File: config.mk
export PLATFORM = sky130hd
export DESIGN_NAME = axis_sram_loader
export DESIGN_NICKNAME = d
export VERILOG_FILES = /design/src/rtl/axis_sram_loader.sv
export SDC_FILE = /design/constraint.sdc
export NUM_CORES = 1
export LEC_CHECK = 0
export CAP_MARGIN = 25
export CORE_MARGIN = 2
export CORE_UTILIZATION = 35
export DETAILED_ROUTE_END_ITERATION = 6
export DONT_BUFFER_PORTS = 1
export PLACE_DENSITY = 0.54
export SLEW_MARGIN = 10
export SYNTH_ARGS = -nofsm -noshare
export SYNTH_HDL_FRONTEND = slang
export SYNTH_SLANG_ARGS = --single-unit
File: constraint.sdc
create_clock -name s_axis_aclk -period 5.7 [get_ports s_axis_aclk]
set_input_delay 0.285 -clock s_axis_aclk [delete_from_list [all_inputs] [get_ports s_axis_aclk]]
set_output_delay 0.285 -clock s_axis_aclk [all_outputs]
set_load 0.02 [all_outputs]
File: src/rtl/axis_sram_loader.sv
// axis_sram_loader: unpacks int8 lanes of an AXI-Stream into per-segment
// SRAM writes. Metadata picks segment count and target SRAM per segment.
// Ports: s_axis_aclk/s_axis_aresetn clock and async low reset; init sync
// clear; meta_* load descriptor handshake; s_axis_* beat stream; wr_* SRAM
// write port (registered); seg_idx current segment; load_done end pulse;
// overflow_err sticky address overflow.
module axis_sram_loader #(
  parameter int AXIS_WIDTH = 32,
  parameter int ADDR_WIDTH = 13,
  parameter int MAX_SEGS   = 4,
  parameter int SEL_WIDTH  = 3,
  localparam int CNT_W  = $clog2(MAX_SEGS + 1),
  localparam int SEG_W  = (MAX_SEGS > 1) ? $clog2(MAX_SEGS) : 1,
  localparam int LANES  = AXIS_WIDTH / 8,
  localparam int LANE_W = (LANES > 1) ? $clog2(LANES) : 1
) (
  input  logic                          s_axis_aclk,
  input  logic                          s_axis_aresetn,
  input  logic                          init,
  input  logic                          meta_valid,
  output logic                          meta_ready,
  input  logic [CNT_W-1:0]              meta_seg_count,
  input  logic [MAX_SEGS*SEL_WIDTH-1:0] meta_sram_sel,
  input  logic [AXIS_WIDTH-1:0]         s_axis_tdata,
  input  logic [LANES-1:0]              s_axis_tstrb,
  input  logic                          s_axis_tvalid,
  output logic                          s_axis_tready,
  input  logic                          s_axis_tlast,
  output logic                          wr_en,
  output logic [ADDR_WIDTH-1:0]         wr_addr,
  output logic [7:0]                    wr_data,
  output logic [SEL_WIDTH-1:0]          wr_sel,
  output logic [SEG_W-1:0]              seg_idx,
  output logic                          load_done,
  output logic                          overflow_err
);

  typedef enum logic [2:0] {
    IDLE,
    META,
    RECV,
    UNPACK,
    DONE
  } state_t;

  state_t state_q;
  state_t state_d;

  logic [CNT_W-1:0]              cnt_q;
  logic [MAX_SEGS*SEL_WIDTH-1:0] sel_q;
  logic [AXIS_WIDTH-1:0]         tdata_q;
  logic [LANES-1:0]              strb_q;
  logic                          tlast_q;
  // One extra bit: reaching 2^ADDR_WIDTH marks the segment as overflowed.
  logic [ADDR_WIDTH:0]           addr_q;

  logic              meta_ok;
  logic              take_meta;
  logic              take_beat;
  logic              emit;
  logic              seg_next;
  logic              last_seg;
  logic [LANE_W-1:0] lane;
  logic [LANES-1:0]  rest;

  assign meta_ok = (meta_seg_count != '0) &&
                   (meta_seg_count <= CNT_W'(MAX_SEGS));
  assign last_seg = (CNT_W'(seg_idx) + CNT_W'(1)) == cnt_q;

  assign meta_ready    = (state_q == IDLE);
  assign s_axis_tready = (state_q == RECV);

  // Lowest pending lane; zero-strobe lanes never get a cycle.
  always_comb begin
    lane = '0;
    for (int i = LANES - 1; i >= 0; i--) begin
      if (strb_q[i]) lane = LANE_W'(i);
    end
  end

  assign rest = strb_q & ~(LANES'(1) << lane);

  always_ff @(posedge s_axis_aclk or negedge s_axis_aresetn) begin
    if (!s_axis_aresetn) state_q <= IDLE;
    else                 state_q <= state_d;
  end

  always_comb begin
    state_d   = state_q;
    take_meta = 1'b0;
    take_beat = 1'b0;
    emit      = 1'b0;
    seg_next  = 1'b0;
    unique case (state_q)
      IDLE: begin
        if (meta_valid && meta_ok) begin
          take_meta = 1'b1;
          state_d   = META;
        end
      end
      META: state_d = RECV;
      RECV: begin
        if (s_axis_tvalid) begin
          take_beat = 1'b1;
          state_d   = UNPACK;
        end
      end
      UNPACK: begin
        emit = |strb_q;
        if (rest == '0) begin
          if (!tlast_q) begin
            state_d = RECV;
          end else if (last_seg) begin
            state_d = DONE;
          end else begin
            seg_next = 1'b1;
            state_d  = RECV;
          end
        end
      end
      DONE: state_d = IDLE;
      default: state_d = IDLE;
    endcase
    if (init) begin
      state_d   = IDLE;
      take_meta = 1'b0;
      take_beat = 1'b0;
      emit      = 1'b0;
      seg_next  = 1'b0;
    end
  end

  always_ff @(posedge s_axis_aclk or negedge s_axis_aresetn) begin
    if (!s_axis_aresetn) begin
      cnt_q        <= '0;
      sel_q        <= '0;
      tdata_q      <= '0;
      strb_q       <= '0;
      tlast_q      <= 1'b0;
      addr_q       <= '0;
      seg_idx      <= '0;
      wr_en        <= 1'b0;
      wr_addr      <= '0;
      wr_data      <= '0;
      wr_sel       <= '0;
      load_done    <= 1'b0;
      overflow_err <= 1'b0;
    end else if (init) begin
      cnt_q        <= '0;
      sel_q        <= '0;
      tdata_q      <= '0;
      strb_q       <= '0;
      tlast_q      <= 1'b0;
      addr_q       <= '0;
      seg_idx      <= '0;
      wr_en        <= 1'b0;
      wr_addr      <= '0;
      wr_data      <= '0;
      wr_sel       <= '0;
      load_done    <= 1'b0;
      overflow_err <= 1'b0;
    end else begin
      wr_en     <= 1'b0;
      load_done <= (state_q == DONE);
      if (take_meta) begin
        cnt_q   <= meta_seg_count;
        sel_q   <= meta_sram_sel;
        seg_idx <= '0;
        addr_q  <= '0;
      end
      if (take_beat) begin
        tdata_q <= s_axis_tdata;
        strb_q  <= s_axis_tstrb;
        tlast_q <= s_axis_tlast;
      end
      if (emit) begin
        strb_q  <= rest;
        wr_data <= tdata_q[lane*8 +: 8];
        wr_sel  <= sel_q[seg_idx*SEL_WIDTH +: SEL_WIDTH];
        if (addr_q[ADDR_WIDTH]) begin
          overflow_err <= 1'b1;
        end else begin
          wr_en   <= 1'b1;
          wr_addr <= addr_q[ADDR_WIDTH-1:0];
          addr_q  <= addr_q + (ADDR_WIDTH+1)'(1);
        end
      end
      if (seg_next) begin
        seg_idx <= seg_idx + SEG_W'(1);
        addr_q  <= '0;
      end
    end
  end

endmodule

==> results list, run 1 <==
- Length of the first detailed-routing pass in iterations: 5
- Post-layout power: between 0.001 and 0.0015 W
- The max-slew violation count is 0.
- CTS placed an instance of sky130_fd_sc_hd__clkbuf_16 at the clock tree root.
- Routability-driven placement finished with a final weighted congestion of 0.777.
- Overflow after GRT: 0
* Startpoint type of the worst setup path: register
- Residual DRC: 0
* Count of maximum capacitance violations: 0
* Worst reg-to-reg setup slack: between 3 and 4 ns
* Most used cells in the layout excluding fill and tap cells: sky130_fd_sc_hd__nand2_1, sky130_fd_sc_hd__dfrtp_1, sky130_fd_sc_hd__a21oi_1
* Hold Path Class: in2reg
- Counting flops with an async set or reset pin after synthesis yields a share of between 90% and 100%.
- Number of I/O port buffers: 0
- Part of the Yosys area used for sequential elements: 53.7%
- First-pass GRT wire length: slightly below 20 mm
- Fill cells in the final layout number between 1000 and 1500.
- Setup violations remaining at the end of the flow were counted as 0.
- Based on the critical path, the design can be clocked at up to between 300 and 400 MHz.
- After the last flow step, the layout net total stands at 509.
- DR vias: between 3000 and 4000
- At the pin with the least slew margin, the transition time is ~1.1 ns.
- For this run, the number of Yosys warnings is 0.
- For the worst-skew pair, the clock arrives at the later sink with an insertion delay of around 0.34 ns.
- For the finished layout, the period the worst path requires is 2.57 ns.
- After layout, the worst path uses 45.0% of the clock period.
- The number of clock buffers added by TritonCTS is 9.
* Average wire length per cell after detail routing: 18.4 um
- End point of the most critical hold path: tdata_q[29]$_DFFE_PN0P_
- For this block, the initial DRC count from the detailed router was 245.
- Number of antenna violations at the first check in global routing: 0
- The clock passes through at most 2 buffers.
* Number of placement rows: 41
- Worst reg-to-reg path cell count: 4
* Kind of critical path: reg2reg
* Pin count of the biggest net entering global routing: between 90 and 100
- Counting every net in the synthesized netlist gives 520.
* Result of the run: finished clean
- In this run the tightest slew margin relative to its limit is between 20 and 30%.
* Total negative setup slack: 0 ns
- The wire-length estimate of the detail-placed layout is between 7 and 8 mm.
- Via-per-instance ratio: roughly 5.5
- Via count of the first global-routing pass: ~3500
- Layout Cell Area excl Fill: 5040 um^2
- In this run the number of H-tree levels came out at 3.
- CTS saw 98 sinks.
* Clock skew after layout: ~0.0095 ns
- Number of flops mapped to enable cells by yosys: 0
* Leading cell type in the layout, fill and taps excluded: sky130_fd_sc_hd__nand2_1
- For this design the top-level I/O count stands at 88.
- Critical Path RT: 5.89 ns
- Counting instances, the worst hold path has a depth of 1.
- Number of antenna cells inserted: 0
- Worst IR Drop VDD: approximately 120 uV
- Crit Reg-Reg Endpoint: addr_q[1]$_DFF_PN0_
- Clock Pin Slew Worst Setup and Hold Paths: around 0.07 ns
- Mapped cell area: 4570 um^2
- Cells with a size suffix above 1 make up slightly above 7% of the layout.
- TritonCTS built the clock tree.
* Synth Flop Type: sky130_fd_sc_hd__dfrtp_1
- For the worst setup path, the data arrival time is 2.75 ns.
- Critical path capture point type: register
- Critical path peak fanout: 16
- From bottom edge to top edge, the die measures roughly 120 um.
- Power density over the cells: 282 nW/um^2
- Synthesized area per cell: between 9 and 10 um^2
- Synthesis-stage register bit count: 98
- Hold Vio Cnt, Final: 0
- After detailed placement, the total cell area comes to between 4000 and 5000 um^2.
- The number of different library cells used by synthesis comes to 54.
* Post-synthesis instance total: ~460
- The die is ~120 um wide.
* Area overhead of the layout relative to synthesis: 10.4%
- Initial cell density of the core: roughly 36%
- The count of nets left with antenna violations once routing finished came out at 0.
* Leak pwr: roughly 2.2 nW
- The floorplan step defined a die boundary enclosing 14000 um^2.
- Total wire length: 11.5 mm
- GR Util All Layers: between 15 and 20%
- RSZ-0062 raised after global routing: no
- Critical register-to-register path startpoint: state_q[0]$_DFFE_PN0P_
- The worst hold path begins at init.
* CTS-repair resized insts: 0
- In this run the standard cell core region covers between 10000 and 15000 um^2.
[cells in the mapped netlist, types with 6 or more instances]
| master | n | area, um^2 |
|---|---|---|
| sky130_fd_sc_hd__a21oi_1 | 39 | 195 |
| sky130_fd_sc_hd__a22o_1 | 18 | 158 |
| sky130_fd_sc_hd__a22oi_1 | 10 | 75.1 |
| sky130_fd_sc_hd__a31oi_1 | 6 | 37.5 |
| sky130_fd_sc_hd__buf_2 | 19 | 95.1 |
| sky130_fd_sc_hd__clkbuf_1 | 11 | 41.3 |
| sky130_fd_sc_hd__dfrtp_1 | 98 | 2450 |
| sky130_fd_sc_hd__mux2i_1 | 8 | 80.1 |
| sky130_fd_sc_hd__nand2_1 | 124 | 465 |
| sky130_fd_sc_hd__nand3_1 | 21 | 105 |
| sky130_fd_sc_hd__nor2_1 | 7 | 26.3 |
| sky130_fd_sc_hd__nor3_1 | 12 | 60.1 |
| sky130_fd_sc_hd__o221ai_1 | 8 | 70.1 |
[layer usage]
layer	track usage [%]	wire length, um	vias to the layer above
li1	-	-	1645
met1	26.0	5720	1712
met2	24.5	4980	91
met3	4.15	643	10
met4	6.10	168	0
met5	0	0	-
[worst max path at each step]
stage                      startpoint                    end  slack [ns]  cells after the start
2_1_floorplan  state_q[2]$_DFFE_PN0P_  strb_q[1]$_DFFE_PN0P_        3.71                      5
3_3_place_gp   state_q[0]$_DFFE_PN0P_    addr_q[5]$_DFF_PN0_        3.11                      4
3_5_place_dp   state_q[0]$_DFFE_PN0P_    addr_q[5]$_DFF_PN0_        2.98                      4
4_1_cts        state_q[0]$_DFFE_PN0P_    addr_q[5]$_DFF_PN0_        2.96                      4
5_1_grt        state_q[0]$_DFFE_PN0P_    addr_q[0]$_DFF_PN0_        2.80                      4
6_report       state_q[0]$_DFFE_PN0P_    addr_q[1]$_DFF_PN0_        3.13                      4
[metrics by stage]
stage	cells	worst slack [ns]	utilization (%)	hold WS, ns
4_1_cts	626	2.96	39.7	0.0000433
2_1_floorplan	461	3.71	-	-0.0106
3_5_place_dp	602	2.98	36.6	-0.00802
6_report	627	3.13	39.8	0.0184
3_3_place_gp	601	3.11	36.6	-0.00855
5_1_grt	627	2.80	39.8	0.000251
[kinds of logic after synthesis]
group	count (synthesis)	synth area share (%)
DFF	98	53.7
xor gates and xnor gates	5	0.959
muxes	12	3.48
adders and majority gates	2	0.548
AOI/OAI and AO/OA	111	17.2
buffers and inverters	37	3.89
and+or+nand+nor	196	20.2
[critical path: stages, from the launching register on]
cell and delay, ns:
sky130_fd_sc_hd__dfrtp_1 0.58, sky130_fd_sc_hd__nand4bb_1 0.58, sky130_fd_sc_hd__nor3_2 0.98, sky130_fd_sc_hd__nand3b_1 0.21, sky130_fd_sc_hd__a21oi_1 0.07
[final cells by class]
| class | instances | area [um^2] | area share (%) |
|---|---|---|---|
| Clock buffer | 10 | 229 | 4.54 |
| Tap cell | 172 | 215 | 4.27 |
| Sequential cell | 98 | 2450 | 48.6 |
| Inverter | 2 | 7.51 | 0.149 |
| Multi-Input combinational cell | 326 | 1940 | 38.4 |
| Clock inverter | 6 | 66.3 | 1.31 |
| Timing Repair Buffer | 13 | 135 | 2.68 |
[registers in the layout, indices dropped and copies added (netlist names)]
signal,count
seg_idx,2
wr_addr,13
tlast_q,1
addr_q,14
overflow_err,1
strb_q,4
wr_data,8
sel_q,12
load_done,1
cnt_q,3
state_q,3
tdata_q,32
wr_en,1
wr_sel,3
[where the power goes]
part	leakage [nW]	switching [W]	internal, W	total [W]
sequential	1.36	0.0000132	0.000710	0.000723
combinational	0.667	0.0000598	0.0000289	0.0000887
clock	0.135	0.000267	0.000341	0.000608
total	2.16	0.000340	0.00108	0.00142
[what timing repair did]
action,4_1_cts,5_1_grt
hold buffers,8,0
hold endpoints to repair,109,0
buffers inserted,0,0
(Power assumes the default switching activity.)
==> run 2, diff against run 1 <==
Clock period 5.7 ns to 2.44 ns, I/O delays scaled along.
==> results list, run 2 (same netlist as run 1, synthesis figures left out) <==
* Total area of multi-input combinational cells: 1940 um^2 (+0.26%)
- The leakage dissipation came to 2.47 nW (+14%).
- The total routing usage reported by global routing was 16.9% (-0.53 points).
* Worst reg-to-reg setup slack: 0.27 ns (-2.87 ns)
- Die Y-Extent: 118 um (unchanged)
- Among all stages on the critical path, the largest delay is contributed by sky130_fd_sc_hd__dfrtp_1.
- Layout Cell Area excl Fill: 5690 um^2 (+13%)
* Power density over the cells: 665 nW/um^2 (+140%)
- Clock share of power: 48.0% (+5.2 points)
- Critical path capture point type: register
* Share of total power in combinational logic: 7.3% (+1.1 points)
- Cell area after placement: 4730 um^2 (+1.8%)
* Total wire length: 11.3 mm (-1.7%)
- Walking the worst path, the cells encountered are nor3b_2 > and2_1 > buf_4 > nand2_1 > a21oi_1 > dlygate4sd3_1.
* Number of antenna violations at the first check in global routing: 0 (unchanged)
- Hold Vio Cnt, Final: 0 (unchanged)
- Initial cell density of the core: 36.1% (unchanged)
* Critical Path RT: 2.72 ns (-3.17 ns)
- Clock insertion delay at the later pin of the skew report: 0.34 ns (about the same)
* Cell-internal power: 0.00300 W (+180%)
- H-tree depth reported by CTS: 3 (unchanged)
- The sum of overflow across all layers after global routing came to 0 (unchanged).
- Flip-flop count of the largest register, all copies and words added: 32 (unchanged)
- Buffering stage count on the worst path with inverters included: 2 (+2)
* Result of the run: finished clean
- The antenna diode instance count came to 0 (unchanged).
- Total negative setup slack: 0 ns (unchanged)
* Biggest cell delay along the critical path: 0.56 ns (-0.42 ns)
- Setup repair after global routing left no endpoint under its margin.
- Leading cell type in the layout, fill and taps excluded: sky130_fd_sc_hd__nand2_1
* Inserted Clock Buffers: 9 (unchanged)
* Via-per-instance ratio: 5.33 (-3.4%)
- The relative slew slack was 53.3% (+24 points).
- Share of cells above drive strength 1: 8.59% (+1.3 points)
* Register containing the most flip-flops in the final layout: tdata_q
- Clock tree from TritonCTS: done
* WP depth: 6 (+2)
- The upper clock frequency limit came to 460 MHz (+18%).
* Io pins: 88 (unchanged)
* Dpl hpwl: 7.54 mm (+1.2%)
* Switching power summed over all nets: 0.000787 W (+130%)
* Maximum buffer depth of the clock tree: 2 (unchanged)
- Count of maximum capacitance violations: 0 (unchanged)
- The worst slack after detailed placement was 0.429 ns (-2.55 ns).
- The startpoint identified for the worst register-to-register timing path is state_q[1]$_DFFE_PN0P_.
- The final critical delay including setup and external delays is 2.17 ns (-0.392 ns).
* Clock skew after layout: 0.00486 ns (-0.00465 ns)
* Iter 0 DRT Violations: 236 (-3.7%)
- The max-slew violation count was 0 (unchanged).
- The critical path is of the reg2reg type.
- Area inside the core boundary: 12700 um^2 (unchanged)
- The placement row count was 41 (unchanged).
* Antenna Nets Post-Route: 0 (unchanged)
* Clock root buffer: sky130_fd_sc_hd__clkbuf_16
- Fraction of power consumed by sequential logic: 44.6% (-6.3 points)
- The count of input and output buffers came to 0 (unchanged).
* DR vias: 3645 (+5.4%)
- The path class of the tightest hold or removal check is in2reg.
- STA classifies the critical path startpoint as a register.
- RePlAce Congestion: 0.801 (+3.1%)
- Hold path cells: 2 (+1)
- Final cycle utilization of the critical path: 89.0% (+44 points)
- Sequential cell area in the final layout: 2450 um^2 (unchanged)
* Critical path peak fanout: 37 (+21)
- Worst Setup Slack, final: 0.267 ns (-2.87 ns)
- The number of clock sinks was 98 (unchanged).
- Nets@finish: 566 (+11%)
* First-pass GRT wire length: 19.2 mm (-0.93%)
- Clock Pin Slew Worst Setup and Hold Paths: 0.07 ns (about the same)
- Largest registers: tdata_q: 32 flops, addr_q: 14 flops, wr_addr: 13 flops
- The number of cell instances on the worst register-to-register path was 6 (+2).
- Full die area: 14000 um^2 (unchanged)
- Relative to the synthesized area, the layout overhead comes to 24.6%.
* Sw frac: 20.8% (-3.1 points)
- Via count of the first global-routing pass: 3692 (+4.7%)
- Fill cell instance count of the final layout: 1241 (-1.8%)
- Setup violation total in the final timing report: 0 (unchanged)
* Width of the die: 118 um (unchanged)
- The measured slew at the worst slew-check pin was 0.695 ns (-0.361 ns).
* Crit Reg-Reg Endpoint: tdata_q[10]$_DFFE_PN0P_
* Most used cells in the layout excluding fill and tap cells: sky130_fd_sc_hd__nand2_1, sky130_fd_sc_hd__dfrtp_1, sky130_fd_sc_hd__dlygate4sd3_1
- The arrival time of the worst setup path is 2.46 ns (-0.29 ns).
- Cell class contributing the biggest share of worst-path delay: buffers and inverters
* Residual DRC: 0 (unchanged)
- Endpoint of the worst setup timing path: tdata_q[10]$_DFFE_PN0P_
* Worst IR Drop VDD: 343 uV (+180%)
- The first-pass iteration count of the detailed router came to 4 (-1).
- The average wire per standard cell was 16.6 um (-9.9%).
- Pin count of the biggest net entering global routing: 99 (unchanged)
* Start point of the critical path: state_q[1]$_DFFE_PN0P_
run 2: cell count changes in the layout (fill, tap and decap cells not counted), moves of 3 or more:
cell                            before  now
sky130_fd_sc_hd__bufinv_16           1    5
sky130_fd_sc_hd__dlygate4sd3_1       7   53
sky130_fd_sc_hd__clkinvlp_4          3    0
sky130_fd_sc_hd__buf_4               5   15
run 2: per-layer routing:
| metal | global-route usage, % | wire (um) | vias to the layer above |
|---|---|---|---|
| met5 | 0 | 0 | - |
| met4 | 5.42 | 150 | 0 |
| met3 | 4.10 | 726 | 12 |
| met2 | 23.8 | 4850 | 99 |
| met1 | 25.2 | 5590 | 1770 |
| li1 | - | - | 1764 |
run 2: worst min-delay path by stage:
stage / startpoint / end
final: init / tdata_q[1]$_DFFE_PN0P_
after CTS: s_axis_aresetn / sel_q[1]$_DFFE_PN0P_
after detailed placement: s_axis_aresetn / sel_q[6]$_DFFE_PN0P_
after floorplan: s_axis_aresetn / addr_q[0]$_DFF_PN0_
after global routing: init / tdata_q[8]$_DFFE_PN0P_
after global placement: s_axis_aresetn / sel_q[6]$_DFFE_PN0P_
run 2: final cells by class:
type | count | share of cell area, %
Clock buffer | 11 | 4.09
Timing Repair Buffer | 70 | 12.1
Inverter | 2 | 0.132
Multi-Input combinational cell | 326 | 34.1
Clock inverter | 5 | 2.64
Tap cell | 172 | 3.78
Sequential cell | 98 | 43.1
run 2: timing repair:
| item | in CTS | in global routing |
|---|---|---|
| hold buffers | 53 | 2 |
| endpoints found under the hold margin | 152 | 98 |
| buffers inserted | 0 | 0 |
| gates resized for setup | 0 | 1 |
| setup endpoints to repair | 0 | 1 |
run 2: power groups by stage:
stage	combinational (W)	clock (W)	sequential (W)
6_report	0.000278	0.00182	0.00169
5_1_grt	0.000312	0.00191	0.00169
4_1_cts	0.000245	0.00184	0.00169
3_5_place_dp	0.000164	0	0.00172
3_3_place_gp	0.000160	0	0.00172
2_1_floorplan	0.000144	0	0.00171
run 2: stage by stage:
step           total power [W]  cells  utilization [%]  hold WS (ns)
2_1_floorplan          0.00185    461                -        -0.174
3_3_place_gp           0.00188    613             37.3        -0.172
3_5_place_dp           0.00188    613             37.3        -0.171
4_1_cts                0.00377    682             44.6        -0.538
5_1_grt                0.00391    684             44.9        0.0487
6_report               0.00378    684             44.9        0.0416
